`src/rtl/bf_pkg.sv`:
```
// Opcode and FSM state definitions shared by the BF interpreter core and its helpers.
package bf_pkg;

    localparam int unsigned OPCODE_W = 4;

    typedef enum logic [OPCODE_W-1:0] {
        OP_NOP   = 4'h0,
        OP_INC   = 4'h1,
        OP_DEC   = 4'h2,
        OP_RIGHT = 4'h3,
        OP_LEFT  = 4'h4,
        OP_LOOP  = 4'h5,
        OP_END   = 4'h6,
        OP_OUT   = 4'h7,
        OP_IN    = 4'h8,
        OP_HALT  = 4'hF
    } opcode_e;

    typedef enum logic [2:0] {
        S_FETCH,
        S_EXEC,
        S_SKIP_F,
        S_SKIP_E,
        S_OUT_W,
        S_IN_W,
        S_HALT,
        S_ERROR
    } state_e;

endpackage

```
`src/rtl/bf_loop_stack.sv`:
```
// LIFO of loop-body return addresses; top is readable without popping.
module bf_loop_stack #(
    parameter int unsigned STACK_DEPTH = 16,
    parameter int unsigned WIDTH       = 16
) (
    input  logic             clk,
    input  logic             rst,
    input  logic             i_push,
    input  logic             i_pop,
    input  logic [WIDTH-1:0] i_data,
    output logic [WIDTH-1:0] o_top,
    output logic             o_full,
    output logic             o_empty
);

    localparam int unsigned PTR_W = $clog2(STACK_DEPTH);
    localparam int unsigned CNT_W = PTR_W + 1;

    logic [CNT_W-1:0] r_count;
    logic [WIDTH-1:0] r_mem [STACK_DEPTH];
    logic [PTR_W-1:0] w_wr_idx;
    logic [PTR_W-1:0] w_top_idx;

    assign w_wr_idx  = r_count[PTR_W-1:0];
    assign w_top_idx = r_count[PTR_W-1:0] - PTR_W'(1);
    assign o_top     = r_mem[w_top_idx];
    assign o_full    = (r_count == CNT_W'(STACK_DEPTH));
    assign o_empty   = (r_count == '0);

    always_ff @(posedge clk) begin
        if (rst) begin
            r_count <= '0;
        end else if (i_push && !o_full) begin
            r_count <= r_count + CNT_W'(1);
        end else if (i_pop && !o_empty) begin
            r_count <= r_count - CNT_W'(1);
        end
    end

    always_ff @(posedge clk) begin
        if (!rst && i_push && !o_full) begin
            r_mem[w_wr_idx] <= i_data;
        end
    end

endmodule

```
`src/rtl/bf_core.sv`:
```
// BF interpreter: two-cycle fetch/execute over registered program and data memories,
// with a hardware loop stack and valid/ready byte streams for '.' and ','.
module bf_core
    import bf_pkg::*;
#(
    parameter int unsigned PC_WIDTH    = 16,
    parameter int unsigned ADDR_WIDTH  = 16,
    parameter int unsigned DATA_WIDTH  = 8,
    parameter int unsigned STACK_DEPTH = 16
) (
    input  logic                  clk,
    input  logic                  rst,
    output logic [PC_WIDTH-1:0]   pc,
    input  logic [OPCODE_W-1:0]   prg,
    output logic [ADDR_WIDTH-1:0] cursor,
    input  logic [DATA_WIDTH-1:0] mem,
    output logic [DATA_WIDTH-1:0] out,
    output logic                  we,
    output logic [DATA_WIDTH-1:0] o_data,
    output logic                  o_valid,
    input  logic                  o_ready,
    input  logic [DATA_WIDTH-1:0] i_data,
    input  logic                  i_valid,
    output logic                  i_ready,
    output logic                  halt,
    output logic                  error
);

    state_e                r_state;
    logic [PC_WIDTH-1:0]   r_pc;
    logic [ADDR_WIDTH-1:0] r_cursor;
    logic [PC_WIDTH-1:0]   r_depth;
    logic [DATA_WIDTH-1:0] r_o_data;
    logic                  r_o_valid;
    logic                  r_i_ready;
    logic                  r_halt;
    logic                  r_error;

    logic [PC_WIDTH-1:0]   w_pc_inc;
    logic                  w_pc_wrap;
    logic                  w_mem_zero;
    logic                  w_exec;
    logic                  w_push;
    logic                  w_pop;
    logic [PC_WIDTH-1:0]   w_top;
    logic                  w_full;
    logic                  w_empty;
    logic                  w_we;
    logic [DATA_WIDTH-1:0] w_out;

    assign w_pc_inc   = r_pc + PC_WIDTH'(1);
    assign w_pc_wrap  = (w_pc_inc == '0);
    assign w_mem_zero = (mem == '0);
    assign w_exec     = (r_state == S_EXEC) && !rst;
    assign w_push     = w_exec && (prg == OP_LOOP) && !w_mem_zero && !w_full;
    assign w_pop      = w_exec && (prg == OP_END) && w_mem_zero && !w_empty;

    bf_loop_stack #(
        .STACK_DEPTH (STACK_DEPTH),
        .WIDTH       (PC_WIDTH)
    ) u_stack (
        .clk     (clk),
        .rst     (rst),
        .i_push  (w_push),
        .i_pop   (w_pop),
        .i_data  (w_pc_inc),
        .o_top   (w_top),
        .o_full  (w_full),
        .o_empty (w_empty)
    );

    // Write port is combinational so the cell read in EXEC is updated in that same cycle.
    always_comb begin
        w_we  = 1'b0;
        w_out = '0;
        if (!rst) begin
            if (r_state == S_EXEC && prg == OP_INC) begin
                w_we  = 1'b1;
                w_out = mem + DATA_WIDTH'(1);
            end else if (r_state == S_EXEC && prg == OP_DEC) begin
                w_we  = 1'b1;
                w_out = mem - DATA_WIDTH'(1);
            end else if (r_state == S_IN_W && i_valid) begin
                w_we  = 1'b1;
                w_out = i_data;
            end
        end
    end

    always_ff @(posedge clk) begin
        if (rst) begin
            r_state   <= S_FETCH;
            r_pc      <= '0;
            r_cursor  <= '0;
            r_depth   <= '0;
            r_o_data  <= '0;
            r_o_valid <= 1'b0;
            r_i_ready <= 1'b0;
            r_halt    <= 1'b0;
            r_error   <= 1'b0;
        end else begin
            case (r_state)
                S_FETCH: r_state <= S_EXEC;

                // Default is advance-and-fetch; stalling/terminal opcodes re-hold r_pc.
                S_EXEC: begin
                    r_state <= S_FETCH;
                    r_pc    <= w_pc_inc;
                    case (prg)
                        OP_RIGHT: r_cursor <= r_cursor + ADDR_WIDTH'(1);
                        OP_LEFT:  r_cursor <= r_cursor - ADDR_WIDTH'(1);
                        OP_LOOP: begin
                            if (!w_mem_zero) begin
                                if (w_full) begin
                                    r_pc    <= r_pc;
                                    r_state <= S_ERROR;
                                    r_error <= 1'b1;
                                end
                            end else if (w_pc_wrap) begin
                                r_pc    <= r_pc;
                                r_state <= S_ERROR;
                                r_error <= 1'b1;
                            end else begin
                                r_depth <= PC_WIDTH'(1);
                                r_state <= S_SKIP_F;
                            end
                        end
                        OP_END: begin
                            if (w_empty) begin
                                r_pc    <= r_pc;
                                r_state <= S_ERROR;
                                r_error <= 1'b1;
                            end else if (!w_mem_zero) begin
                                r_pc <= w_top;
                            end
                        end
                        OP_OUT: begin
                            r_pc      <= r_pc;
                            r_o_data  <= mem;
                            r_o_valid <= 1'b1;
                            r_state   <= S_OUT_W;
                        end
                        OP_IN: begin
                            r_pc      <= r_pc;
                            r_i_ready <= 1'b1;
                            r_state   <= S_IN_W;
                        end
                        OP_HALT: begin
                            r_pc    <= r_pc;
                            r_halt  <= 1'b1;
                            r_state <= S_HALT;
                        end
                        default: ;
                    endcase
                end

                S_SKIP_F: r_state <= S_SKIP_E;

                S_SKIP_E: begin
                    if ((prg == OP_LOOP && r_depth == '1) || w_pc_wrap) begin
                        r_state <= S_ERROR;
                        r_error <= 1'b1;
                    end else begin
                        r_pc    <= w_pc_inc;
                        r_state <= S_SKIP_F;
                        if (prg == OP_LOOP) begin
                            r_depth <= r_depth + PC_WIDTH'(1);
                        end else if (prg == OP_END) begin
                            r_depth <= r_depth - PC_WIDTH'(1);
                            if (r_depth == PC_WIDTH'(1)) begin
                                r_state <= S_FETCH;
                            end
                        end
                    end
                end

                S_OUT_W: begin
                    if (o_ready) begin
                        r_o_valid <= 1'b0;
                        r_pc      <= w_pc_inc;
                        r_state   <= S_FETCH;
                    end
                end

                S_IN_W: begin
                    if (i_valid) begin
                        r_i_ready <= 1'b0;
                        r_pc      <= w_pc_inc;
                        r_state   <= S_FETCH;
                    end
                end

                S_HALT:  ;
                S_ERROR: ;
                default: ;
            endcase
        end
    end

    assign pc      = r_pc;
    assign cursor  = r_cursor;
    assign out     = w_out;
    assign we      = w_we;
    assign o_data  = r_o_data;
    assign o_valid = r_o_valid;
    assign i_ready = r_i_ready;
    assign halt    = r_halt;
    assign error   = r_error;

endmodule
```
`config.mk`:
```
export PLATFORM = sky130hd
export DESIGN_NAME = bf_core
export DESIGN_NICKNAME = d
export VERILOG_FILES = /design/src/rtl/bf_pkg.sv /design/src/rtl/bf_loop_stack.sv /design/src/rtl/bf_core.sv
export SDC_FILE = /design/constraint.sdc
export NUM_CORES = 1
export LEC_CHECK = 0
export ABC_AREA = 0
export BUFFER_PORTS_ARGS = -buffer_cell sky130_fd_sc_hd__buf_2
export CAP_MARGIN = 10
export CELL_PAD_IN_SITES_DETAIL_PLACEMENT = 0
export CELL_PAD_IN_SITES_GLOBAL_PLACEMENT = 1
export CORE_ASPECT_RATIO = 1.25
export CORE_MARGIN = 10
export CORE_UTILIZATION = 46
export DETAILED_ROUTE_END_ITERATION = 16
export PLACE_DENSITY = 0.85
export SYNTH_ARGS = -nofsm -noshare
export SYNTH_HDL_FRONTEND = slang
export SYNTH_HIERARCHICAL = 1
export SYNTH_SLANG_ARGS = --single-unit
```
`constraint.sdc`:
```
create_clock -name clk -period 4.36 [get_ports clk]
set_input_delay 0.872 -clock clk [delete_from_list [all_inputs] [get_ports clk]]
set_output_delay 0.872 -clock clk [all_outputs]
set_load 0.01 [all_outputs]
```
---- After elaboration in Yosys (flattened, before gate mapping) ----
Memories as Yosys holds them, arrays and structs flattened.
Cells that the tools add are included.
cells by class
  add/subtract/negate cells ............... 10
  $mul .................................... 0
  div/mod/pow operators ................... 0
  order comparisons ....................... 0
  equality and inequality tests ........... 35
  mux-type cells .......................... 55
  reduce and logical (&&, ||, !) cells .... 41
  bitwise operators ....................... 0
  shift-type cells ........................ 0
operator list
  kind                   number
  $mux 16                14
  $pmux 16 s2            2
  $pmux 16 s4            1
  $add 16x1->16 const B  3
  $pmux 16 s3            1
  $mux 8                 4
  $sub 16x1->16 const B  2
  $mux 3                 7
  $pmux 3 s6             1
  $eq 16x1->1 const B    1
  $eq 16x16->1 const B   1
  $eq 4x3->1 const B     4
  $logic_not 16->1       1
  $logic_and 1x1->1      15
  $mux 1                 15
  $pmux 3 s5             1
  $ne 2x2->1 const B     7
  $ne 4x4->1 const B     3
  $reduce_and 6->1       2
  $mux 5                 2
  $reduce_bool 2->1      5
  $reduce_and 3->1       3
  $add 8x1->8 const B    1
  $eq 4x2->1 const B     2
  other kinds (26)       43
storage, ports and cells
  bits in read-only memories .............. 0
  input bits .............................. 24
  memory bits (writable) .................. 256
  bits in latches ......................... 0
  output and inout bits ................... 53
  word-level logic and storage cells ...... 152
  register bits after elaboration ......... 68
  memories kept ........................... 1
memories
  name           words  bits a word  rd ports  clocked after Yosys merged registers in  write ports  RTL line             RTL
  u_stack.r_mem  16     16           1         0                                        1            bf_loop_stack.sv:20  logic [WIDTH-1:0] r_mem [STACK_DEPTH];

---- Logic depth before layout (Yosys ltp) ----
Gate-level depths: netlist (run 1).
  depth after elaboration ................. 9
  mapped depth ............................ 13

---- Cells and area by module ----
Netlist (run 1), hierarchy kept.
modules (own cells, without submodules)
  module         cells an instance  instances  area each (µm²)
  bf_loop_stack  607                1          10,361.2
  bf_core        653                1          4,938.5

---- Worst setup path after synthesis (run 1) ----
No wires, ideal clock.
  kind .................................... input port to flip-flop
  from .................................... input port prg[1]
  to ...................................... memory u_stack.r_mem[3][0], enable pin
  data arrival time ....................... 3.726 ns
  path slack .............................. 0.224 ns
  buffers on the path ..................... 2
  data required time ...................... 3.951 ns
  cell stages on the path ................. 8
  path through ............................ clkbuf_1 -> nor4bb_1 -> clkbuf_1 -> nand2_1 -> nor4_1 -> and3b_1 -> nand2_1 -> nor3_1
on the way
  longest elaborated chain between the ends .. 8
ends and longest elaborated chain
  element                          RTL line             RTL
  from (decl)                      bf_core.sv:14        input logic [OPCODE_W-1:0] prg,
  $eq 4x3->1                       bf_core.sv:55        assign w_push = w_exec && (prg == OP_LOOP) && !w_mem_zero && !w_full;
  $logic_and 1x1->1 (3 in series)  bf_core.sv:55
  via w_push                       bf_core.sv:43        logic w_push;
  $logic_and 1x1->1 (2 in series)  bf_loop_stack.sv:41  if (!rst && i_push && !o_full) begin
  $mux 1                           bf_loop_stack.sv:41
  $mux 1 (not written as such)     bf_loop_stack.sv:42  r_mem[w_wr_idx] <= i_data;
  to (decl)                        bf_loop_stack.sv:20
The timed path passes the listed nets, and every way through them passes these cells.

---- Worst setup path after layout (run 1) ----
  from .................................... register r_state[0]
  to ...................................... output port out[0]
on the way
  longest elaborated chain between the ends .. 6
ends and longest elaborated chain
  element                 RTL line        RTL
  from (decl)             bf_core.sv:29   state_e r_state;
  from (signal assigned)  bf_core.sv:92   r_state <= S_FETCH;
  from (signal assigned)  bf_core.sv:103  S_FETCH: r_state <= S_EXEC;
  from (signal assigned)  bf_core.sv:107  r_state <= S_FETCH;
  $eq 3x3->1              bf_core.sv:83   end else if (r_state == S_IN_W && i_valid) begin
  $logic_and 1x1->1       bf_core.sv:83
  $mux 8                  bf_core.sv:83
  $mux 8                  bf_core.sv:80   end else if (r_state == S_EXEC && prg == OP_DEC) begin
  $mux 8 *                bf_core.sv:77   if (r_state == S_EXEC && prg == OP_INC) begin
  $mux 8 *                bf_core.sv:76   if (!rst) begin
  to (decl)               bf_core.sv:17   output logic [DATA_WIDTH-1:0] out,
Every way passes the cells marked *; elsewhere a longest branch is shown, timed or not.

==> results.ini, run 1 <==
[status]
status = finished clean

[placed_design]
gp_congestion = 0.829
place_hpwl_um = 24400
numPortBuffers = 76

[clock_tree]
cts_hold_buf = 0
root_buffer = clkbuf_16
h-tree-depth = 2
cts-resized-gates = 0
cts_setup_buffers = 0
cts_num_sinks = 324
numCtsBuffers = 34
clock_latency_ps = 520
cts.path.max_buffers = 3
clkTransAtPathRegs_ps = 60
cts_tree = yes

[detailed_routing]
wirelength_um = 36700
wl_per_cell_um = 20.5
drt_pass1_iterations = 5
num_vias = 10500
drt_iter0_drc = 780
routed-wl-met2_um = 19800
drcViolationCount = 0
wl_met3_um = 1470
routed_via_density = 5.86
drtAntennaViolNets = 0
dr.max_layer_used = met4
met1_length_um = 14500

[grt]
track_usage = 0.177
overflow = 0
grt_pass1_wl_um = 58200
antenna_found_initial = 2
grt_max_degree = 70
grt_pass1_vias = 10500

[sta]
setup_viol = 0
fmax_mhz = 267
rsz0062_at_grt = false
slew_violations = 0
tightest_slew_ps = 836
totalNegativeSetupSlack_ps = 0
fin_crit_ps = 3750
skew_ps = 24.4
final.period_utilization = 0.860
final_hold_viol_count = 0
relSlewSlack = 0.443

[final_layout]
postLayoutCoreUtil = 0.530
multi_input_area_sq_um = 5850
area_delta_synth_final_pct = 13.5
seq_area_sq_um = 9050
final_common_cell = edfxtp_1
fillers = 2788
layout_common_cells = 256 x edfxtp_1, 184 x nand2_1, 76 x buf_2
drive_above_1_share = 0.178
nNetsFinal = 1404

[floorplan]
die_area_sq_um = 41000
row_count = 74
die_h_um = 224
design.core.area_sq_um = 32800
ios = 77
start_util = 0.467
die_x_um = 183

[synth]
synthArstFlopShare = 0
synth_area_leaders = edfxtp_1 50%, dfxtp_1 8.9%, mux4_2 4.7%
ys_warn_count = 6
synth_edf_count = 256
avgSynthCellArea_sq_um = 12.1
yosysSeqAreaShare = 0.591
postSynthCellCount = 1260
synth.ff_latch_count = 324
synth_top_area_cell = edfxtp_1
synth_ff_type = edfxtp_1
synth_cell_type_count = 77
yosysTopAreaCellShare = 0.502
syn_area_sq_um = 15300
synthesis.nets = 1314

[worst_setup_path]
crit_type = flop to output pin
worstPathRequired_ps = 3490
cp-end-kind = output pin
crit_fanout = 9
cp.arrival_ps = 2880
setup.worst_path.start_class = flop

[min_path]
hp-class = flop to flop

[power_and_ir_drop]
p_per_area_nw_per_um2 = 370
p_leak_uw = 0.00632
power_uw = 6430
peakVddDrop_uv = 218

[flow_run]
cap_violations = 0

## flip-flops by register name (all words and copies together) (netlist names), 3 cells and up
| signal | count |
|---|---|
| u_stack/r_count | 5 |
| pc | 16 |
| cursor | 16 |
| u_stack/r_mem | 256 |
| r_depth | 16 |
| o_data | 8 |
| r_state | 3 |
## worst paths after layout
kind                                   start                              end  slack [ps]  depth (start not counted)
min reg2reg           cursor[5]$_SDFFE_PP0P_           cursor[5]$_SDFFE_PP0P_         470                          2
min                   cursor[5]$_SDFFE_PP0P_           cursor[5]$_SDFFE_PP0P_         470                          2
max                  r_state[0]$_SDFFE_PP0P_                           out[0]         610                          8
max reg2reg  u_stack/r_count[1]$_SDFFE_PP0P_  u_stack/r_count[4]$_SDFFE_PP0P_         930                         12
## metrics by stage
| step | setup WS (ps) | hold slack, ps | instances | area, sq um |
|---|---|---|---|---|
| after floorplan | 224 | 474 | 1260 | 15300 |
| after global placement | 360 | 459 | 1731 | 16300 |
| after detailed placement | 238 | 465 | 1731 | 16300 |
| after CTS | 599 | 474 | 1789 | 17400 |
| after global routing | 308 | 497 | 1792 | 17400 |
| final | 612 | 474 | 1792 | 17400 |
## worst max-delay path, cell delays in order (launching register included)
cell       delay [ps]
dfxtp_1           440
nor2b_1           280
nand2b_1          180
nor2_1            150
and3_1            440
or2_2             230
nor2_1             60
a2111oi_0         390
buf_2             210
## synthesized netlist by cell type (16+ instances only)
master	count
xor2_1	21
nand2_1	184
nor3_1	25
buf_2	20
o21ai_0	41
inv_1	23
nand3_1	69
ha_1	28
o211ai_1	16
mux2i_1	38
dfxtp_1	68
nor2_1	67
a32o_1	17
clkbuf_1	44
a21oi_1	64
xnor2_1	25
edfxtp_1	256
a221oi_1	18
mux4_2	32
## routing by layer
metal | GRT usage | up-vias
li1 | - | 4976
met1 | 0.209 | 5200
met2 | 0.324 | 258
met3 | 0.0230 | 63
met4 | 0.0572 | 0
met5 | 0 | -
## power breakdown
| group | total, uW | internal [uW] | switching (uW) |
|---|---|---|---|
| sequential | 3360 | 3340 | 19.8 |
| combinational | 338 | 115 | 222 |
| clock | 2730 | 1600 | 1130 |
## area by class of cell
| class | instances | share of cell area |
|---|---|---|
| tap | 418 | 0.0301 |
| inverter | 23 | 0.00497 |
| timing repair buffer | 131 | 0.0464 |
| antenna | 2 | 0.000288 |
| clock inverter | 11 | 0.00749 |
| sequential | 324 | 0.521 |
| clock buffer | 47 | 0.0530 |
| multi-input combinational | 836 | 0.337 |
## kinds of logic (layout without fill, tap and decap cells)
| family | Yosys count | count (layout) | synth area share |
|---|---|---|---|
| adders and majority gates | 31 | 31 | 0.0262 |
| xor gates and xnor gates | 47 | 47 | 0.0274 |
| DFF | 324 | 324 | 0.591 |
| AOI/OAI and AO/OA | 226 | 226 | 0.102 |
| other | 0 | 2 | 0 |
| muxes | 82 | 82 | 0.0808 |
| and+or+nand+nor | 450 | 450 | 0.143 |
| buffers and inverters | 100 | 212 | 0.0298 |
No activity file was read; power rests on OpenSTA's default activity.
==> inputs of run 2 (changes only) <==
MAX_ROUTING_LAYER = met4   (was default)
RECOVER_POWER = 50   (was default)
==> run 2 against run 1 <==
  * Global-route usage is 0.53 points higher
  * Sequential power hardly changed
  * Worst hold slack better by 1.3 ps
  * Cell count stayed put
  * Clock power hardly changed
  * Clock skew is 1.6 ps lower
  * Flip-flop and latch count stayed put
  * Count of clock-buffer cells in the layout stayed put
  * Highest routed layer unchanged
  * Utilization is 0.38 points lower
  * Wire length is 0.25% lower
  * Critical endpoint is now cursor[15]$_SDFFE_PP0P_
==> results.ini, run 2 (synthesis gave the netlist of run 1 again) <==
[clock_tree]
clkTransAtPathRegs_ps = 60  ; about the same
cts_num_sinks = 324  ; unchanged
cts_tree = yes
cts.path.max_buffers = 3  ; unchanged
cts_hold_buf = 0  ; unchanged
cts-resized-gates = 0  ; unchanged
h-tree-depth = 2  ; unchanged
cts_setup_buffers = 0  ; unchanged
root_buffer = clkbuf_16
numCtsBuffers = 34  ; unchanged
clock_latency_ps = 520  ; about the same

[final_layout]
nNetsFinal = 1404  ; unchanged
top_register = u_stack/r_mem
postLayoutCoreUtil = 0.526  ; -0.00378
final_common_cell = edfxtp_1
largest_reg_flops = 256  ; unchanged
area_delta_synth_final_pct = 12.7
drive_above_1_share = 0.133  ; -0.0452
layout_common_cells = 256 x edfxtp_1, 185 x nand2_1, 72 x clkbuf_1

[grt]
antenna_found_initial = 2  ; unchanged
grt_pass1_vias = 10500  ; +0.057%
grt_pass1_wl_um = 58200  ; about the same
track_usage = 0.182  ; +0.00529
grt_max_degree = 70  ; unchanged
overflow = 0  ; unchanged

[placed_design]
gp_congestion = 0.842  ; +1.5%
place_hpwl_um = 24400  ; unchanged
numPortBuffers = 76  ; unchanged

[power_and_ir_drop]
p_per_area_nw_per_um2 = 373  ; +0.70%
p_leak_uw = 0.00605  ; -4.3%
peakVddDrop_uv = 220  ; +0.51%

[worst_setup_path]
cp-end-kind = flop
setup.worst_path.start_class = input pin
cpMaxStageDelayCell = a2111oi_0
crit_chain = clkbuf_1, nor2b_1, nand2_1, inv_1, buf_4, ha_1, a21oi_1, o21ai_0, a2111oi_0, nor3_1, o31a_1, or4_1, a21oi_1
crit_type = input pin to flop
worstPathRequired_ps = 4790  ; +1300 ps
slowest_delay_ps = 490  ; +50 ps
cp.arrival_ps = 4210  ; +1330 ps
crit_family = compound AO/OA/AOI/OAI gates
crit_top_cell = a21oi_1
path_buf_inv = 3  ; +2
crit_fanout = 11  ; +2

[sta]
relSlewSlack = 0.437  ; -0.00606
fmax_mhz = 265  ; -0.84%
tightest_slew_ps = 845  ; +9.09 ps
fin_crit_ps = 3780  ; +31.6 ps
skew_ps = 22.9  ; -1.58 ps
final.period_utilization = 0.867  ; +0.00725
final_hold_viol_count = 0  ; unchanged
totalNegativeSetupSlack_ps = 0  ; unchanged
setup_viol = 0  ; unchanged
slew_violations = 0  ; unchanged
rsz0062_at_grt = false

[min_path]
hp-class = flop to flop

[detailed_routing]
drtAntennaViolNets = 0  ; unchanged
num_vias = 10600  ; +0.61%
drt_iter0_drc = 878  ; +13%
routed_via_density = 5.89  ; +0.61%
wl_per_cell_um = 20.5  ; -0.25%
drcViolationCount = 0  ; unchanged
drt_pass1_iterations = 5  ; unchanged
wirelength_um = 36700  ; -0.25%

[flow_run]
cap_violations = 0  ; unchanged

[floorplan]
design.core.area_sq_um = 32800  ; unchanged
ios = 77  ; unchanged
start_util = 0.467  ; unchanged
row_count = 74  ; unchanged
die_x_um = 183  ; unchanged
die_area_sq_um = 41000  ; unchanged
die_h_um = 224  ; unchanged

[status]
status = finished clean

## run 2: cell count changes in the layout (fill, tap and decap cells not counted)
| cell | delta |
|---|---|
| nand2_4 | -1 |
| nand2_1 | +1 |
| buf_2 | -46 |
| nor4_2 | -1 |
| buf_4 | -14 |
| clkbuf_1 | +60 |
| nor4_1 | +1 |
## run 2: per-layer routing
layer,vias to the layer above,global-route usage,wire length [um]
li1,4979,-,-
met1,5251,0.210,14500
met2,257,0.325,19800
met3,74,0.0211,1300
met4,0,0.0575,1030
met5,-,-,0
## run 2: worst paths after layout
kind / start / to / slack, ps / depth (start not counted)
worst max register to register: pc[0]$_SDFFE_PP0P_ / pc[0]$_SDFFE_PP0P_ / 730 / 9
worst max-delay path: prg[2] / cursor[15]$_SDFFE_PP0P_ / 580 / 13
worst min register to register: cursor[4]$_SDFFE_PP0P_ / cursor[4]$_SDFFE_PP0P_ / 470 / 2
worst min-delay path: cursor[4]$_SDFFE_PP0P_ / cursor[4]$_SDFFE_PP0P_ / 470 / 2
## run 2: report_power, final
| group | switching (uW) | internal [uW] |
|---|---|---|
| Sequential | 20.0 | 3340 |
| Clock | 1130 | 1600 |
| Combinational | 221 | 109 |
## run 2: cell type report
cell class | count | area [sq um]
fill | 2826 | 15500
sequential | 324 | 9050
multi-input combinational | 836 | 5830
clock buffer | 47 | 921
timing repair buffer | 131 | 696
tap | 418 | 523
clock inverter | 11 | 130
inverter | 23 | 86.3
antenna | 2 | 5.00
## run 2: per-stage QoR
stage,instances,worst slack (ps),hold WS (ps),cell area [sq um],power [uW]
floorplan,1260,224,474,15300,3640
global placement,1731,360,459,16300,3750
detailed placement,1731,238,465,16300,3760
CTS,1789,599,474,17400,6490
global route,1792,283,500,17200,6640
finish,1792,581,475,17200,6430
## run 2: tightest hold or removal path, cell delays in order (launching register included)
cell,delay (ps)
dfxtp_1,320
nand2_1,60
a21oi_1,50
==> inputs of run 3 (changes only) <==
CELL_PAD_IN_SITES_DETAIL_PLACEMENT = default   (was 0)
CELL_PAD_IN_SITES_GLOBAL_PLACEMENT = default   (was 1)
CORE_UTILIZATION = 50   (was 46)
GPL_ROUTABILITY_DRIVEN = 1   (was default)
PLACE_DENSITY = 0.78   (was 0.85)
==> run 3 against run 2 <==
  * Clock power decreased by 5%
  * Global-route usage increased by 2.2 points
  * The run now ends with max-capacitance violations, max-slew violations left
  * Critical path depth decreased by 5
  * Total power decreased by 2.0%
  * Combinational power increased by 3%
  * Die area decreased by 7.2%
  * Highest routed layer unchanged
  * Non-clock buffer count decreased by 2
==> results.ini, run 3 (synthesis gave the netlist of run 1 again) <==
[status]
status = finished, violations left
violations = max-capacitance violations, max-slew violations

[placed_design]
gp_congestion = 0.919  ; +9.1%
numPortBuffers = 76  ; unchanged
place_hpwl_um = 25100  ; +3.0%
pre_cts_slack_ps = 167  ; -71.2 ps
placed_cell_area_sq_um = 16300  ; -0.13%

[final_layout]
antenna_cells = 0  ; -2
postLayoutCoreUtil = 0.570  ; +0.0435
drive_above_1_share = 0.139  ; +0.00613
layout_common_cells = 256 x edfxtp_1, 184 x nand2_1, 69 x nand3_1
final_common_cell = edfxtp_1
final_cell_area_sq_um = 17200  ; -0.53%
area_delta_synth_final_pct = 12.1
nNetsFinal = 1399  ; -0.36%
top_register = u_stack/r_mem
largest_reg_flops = 256  ; unchanged

[sta]
fin_hold_ws_ps = 481  ; +6.40 ps
final.period_utilization = 0.878  ; +0.0112
skew_ps = 13.8  ; -9.03 ps
setup_viol = 0  ; unchanged
fin_crit_ps = 3830  ; +48.6 ps
fmax_mhz = 261  ; -1.3%
final_hold_viol_count = 0  ; unchanged
tightest_slew_ps = 1750  ; +907 ps
setup_slack_ps = 532  ; -48.6 ps
slew_violations = 88  ; +88
relSlewSlack = -0.177  ; -0.613
totalNegativeSetupSlack_ps = 0  ; unchanged
rsz0062_at_grt = false

[detailed_routing]
drt_pass1_iterations = 5  ; unchanged
wirelength_um = 38800  ; +5.9%
routed_via_density = 6.15  ; +4.4%
num_vias = 10900  ; +3.1%
drtAntennaViolNets = 0  ; unchanged
drcViolationCount = 0  ; unchanged
wl_per_cell_um = 21.9  ; +7.2%
drt_iter0_drc = 979  ; +12%

[clock_tree]
root_buffer = clkbuf_16
clkTransAtPathRegs_ps = 60  ; about the same
cts_setup_buffers = 0  ; unchanged
cts_num_sinks = 324  ; unchanged
h-tree-depth = 1  ; -1
cts.path.max_buffers = 3  ; unchanged
cts-resized-gates = 0  ; unchanged
clock_latency_ps = 560  ; +40 ps
numCtsBuffers = 31  ; -8.8%
cts_hold_buf = 0  ; unchanged
cts_tree = yes

[worst_setup_path]
r2r_cells = 8  ; -1
setup.worst_path.start_class = flop
r2r_slack_ps = 690  ; -40 ps
rr_endpoint = pc[3]$_SDFFE_PP0P_
slowest_delay_ps = 450  ; -40 ps
r2r-start = pc[0]$_SDFFE_PP0P_
cp-end-kind = output pin
path_buf_inv = 1  ; -2
crit_type = flop to output pin
crit_chain = nor2b_1, nand2b_1, nor2_1, and3_1, or2_2, nor2_1, a2111oi_0, buf_2
crit_family = simple AND/OR/NAND/NOR gates
worstPathRequired_ps = 3490  ; -1300 ps
cp.arrival_ps = 2960  ; -1250 ps
crit_top_cell = nor2_1
crit_fanout = 9  ; -2
cpMaxStageDelayCell = dfxtp_1

[grt]
grt_max_degree = 70  ; unchanged
antenna_found_initial = 0  ; -2
overflow = 0  ; unchanged
grt_pass1_wl_um = 60400  ; +3.7%
track_usage = 0.204  ; +0.0215
grt_pass1_vias = 10800  ; +3.0%

[floorplan]
row_count = 71  ; -4.1%
start_util = 0.508  ; +0.0413
design.core.area_sq_um = 30100  ; -8.1%
ios = 77  ; unchanged
die_area_sq_um = 38000  ; -7.2%
die_x_um = 176  ; -3.6%
die_h_um = 216  ; -3.7%

[power_and_ir_drop]
p_per_area_nw_per_um2 = 367  ; -1.5%
peakVddDrop_uv = 325  ; +48%
p_leak_uw = 0.00603  ; -0.25%

[min_path]
min_from = cursor[8]$_SDFFE_PP0P_
holdPathStages = 2  ; unchanged
hp-class = flop to flop
whs_endpoint = cursor[8]$_SDFFE_PP0P_

[flow_run]
cap_violations = 2  ; +2

[run 3: how the worst max path moves through the flow]
stage | depth (start not counted) | start | to | slack [ps]
floorplan | 8 | prg[1] | u_stack/r_mem[3][0]$_DFFE_PP_ | 220
global placement | 13 | prg[2] | cursor[15]$_SDFFE_PP0P_ | 340
detailed placement | 13 | prg[2] | cursor[15]$_SDFFE_PP0P_ | 170
CTS | 8 | r_state[0]$_SDFFE_PP0P_ | out[0] | 510
global route | 8 | r_state[0]$_SDFFE_PP0P_ | out[0] | 240
finish | 8 | r_state[0]$_SDFFE_PP0P_ | out[0] | 530
[run 3: cell type report]
class	count	area (sq um)
fill	2370	13000
timing repair buffer	129	684
sequential	324	9050
clock buffer	40	830
clock inverter	17	154
multi-input combinational	836	5850
tap	401	502
inverter	23	86.3
[run 3: worst register-to-register path, cell delays in order, from the launching register on]
cell      delay [ps]
dfxtp_1          470
ha_1             280
nand2_1          230
nor4_2           570
o211a_1          270
o211ai_4         200
o32ai_2         1020
o21ai_0          270
a21oi_1          250
[run 3: report_power, final]
group | internal (uW) | total [uW] | leakage (uW) | switching (uW)
Combinational | 109 | 339 | 0.00278 | 230
Sequential | 3340 | 3360 | 0.00278 | 19.5
Clock | 1460 | 2600 | 0.000473 | 1140
Total | 4910 | 6300 | 0.00603 | 1390
[run 3: through the flow]
step	total power [uW]	cells
6_report	6300	1770
5_1_grt	6480	1770
4_1_cts	6330	1770
3_5_place_dp	3760	1713
3_3_place_gp	3750	1713
2_1_floorplan	3640	1260
[run 3: per-layer routing]
metal  share of wire  up-vias  global-route usage
met3           0.068       90              0.0316
met1            0.38     5391               0.238
met2            0.51      464               0.347
met5               0        -                   -
met4           0.040        0              0.0791
li1                -     4942                   -
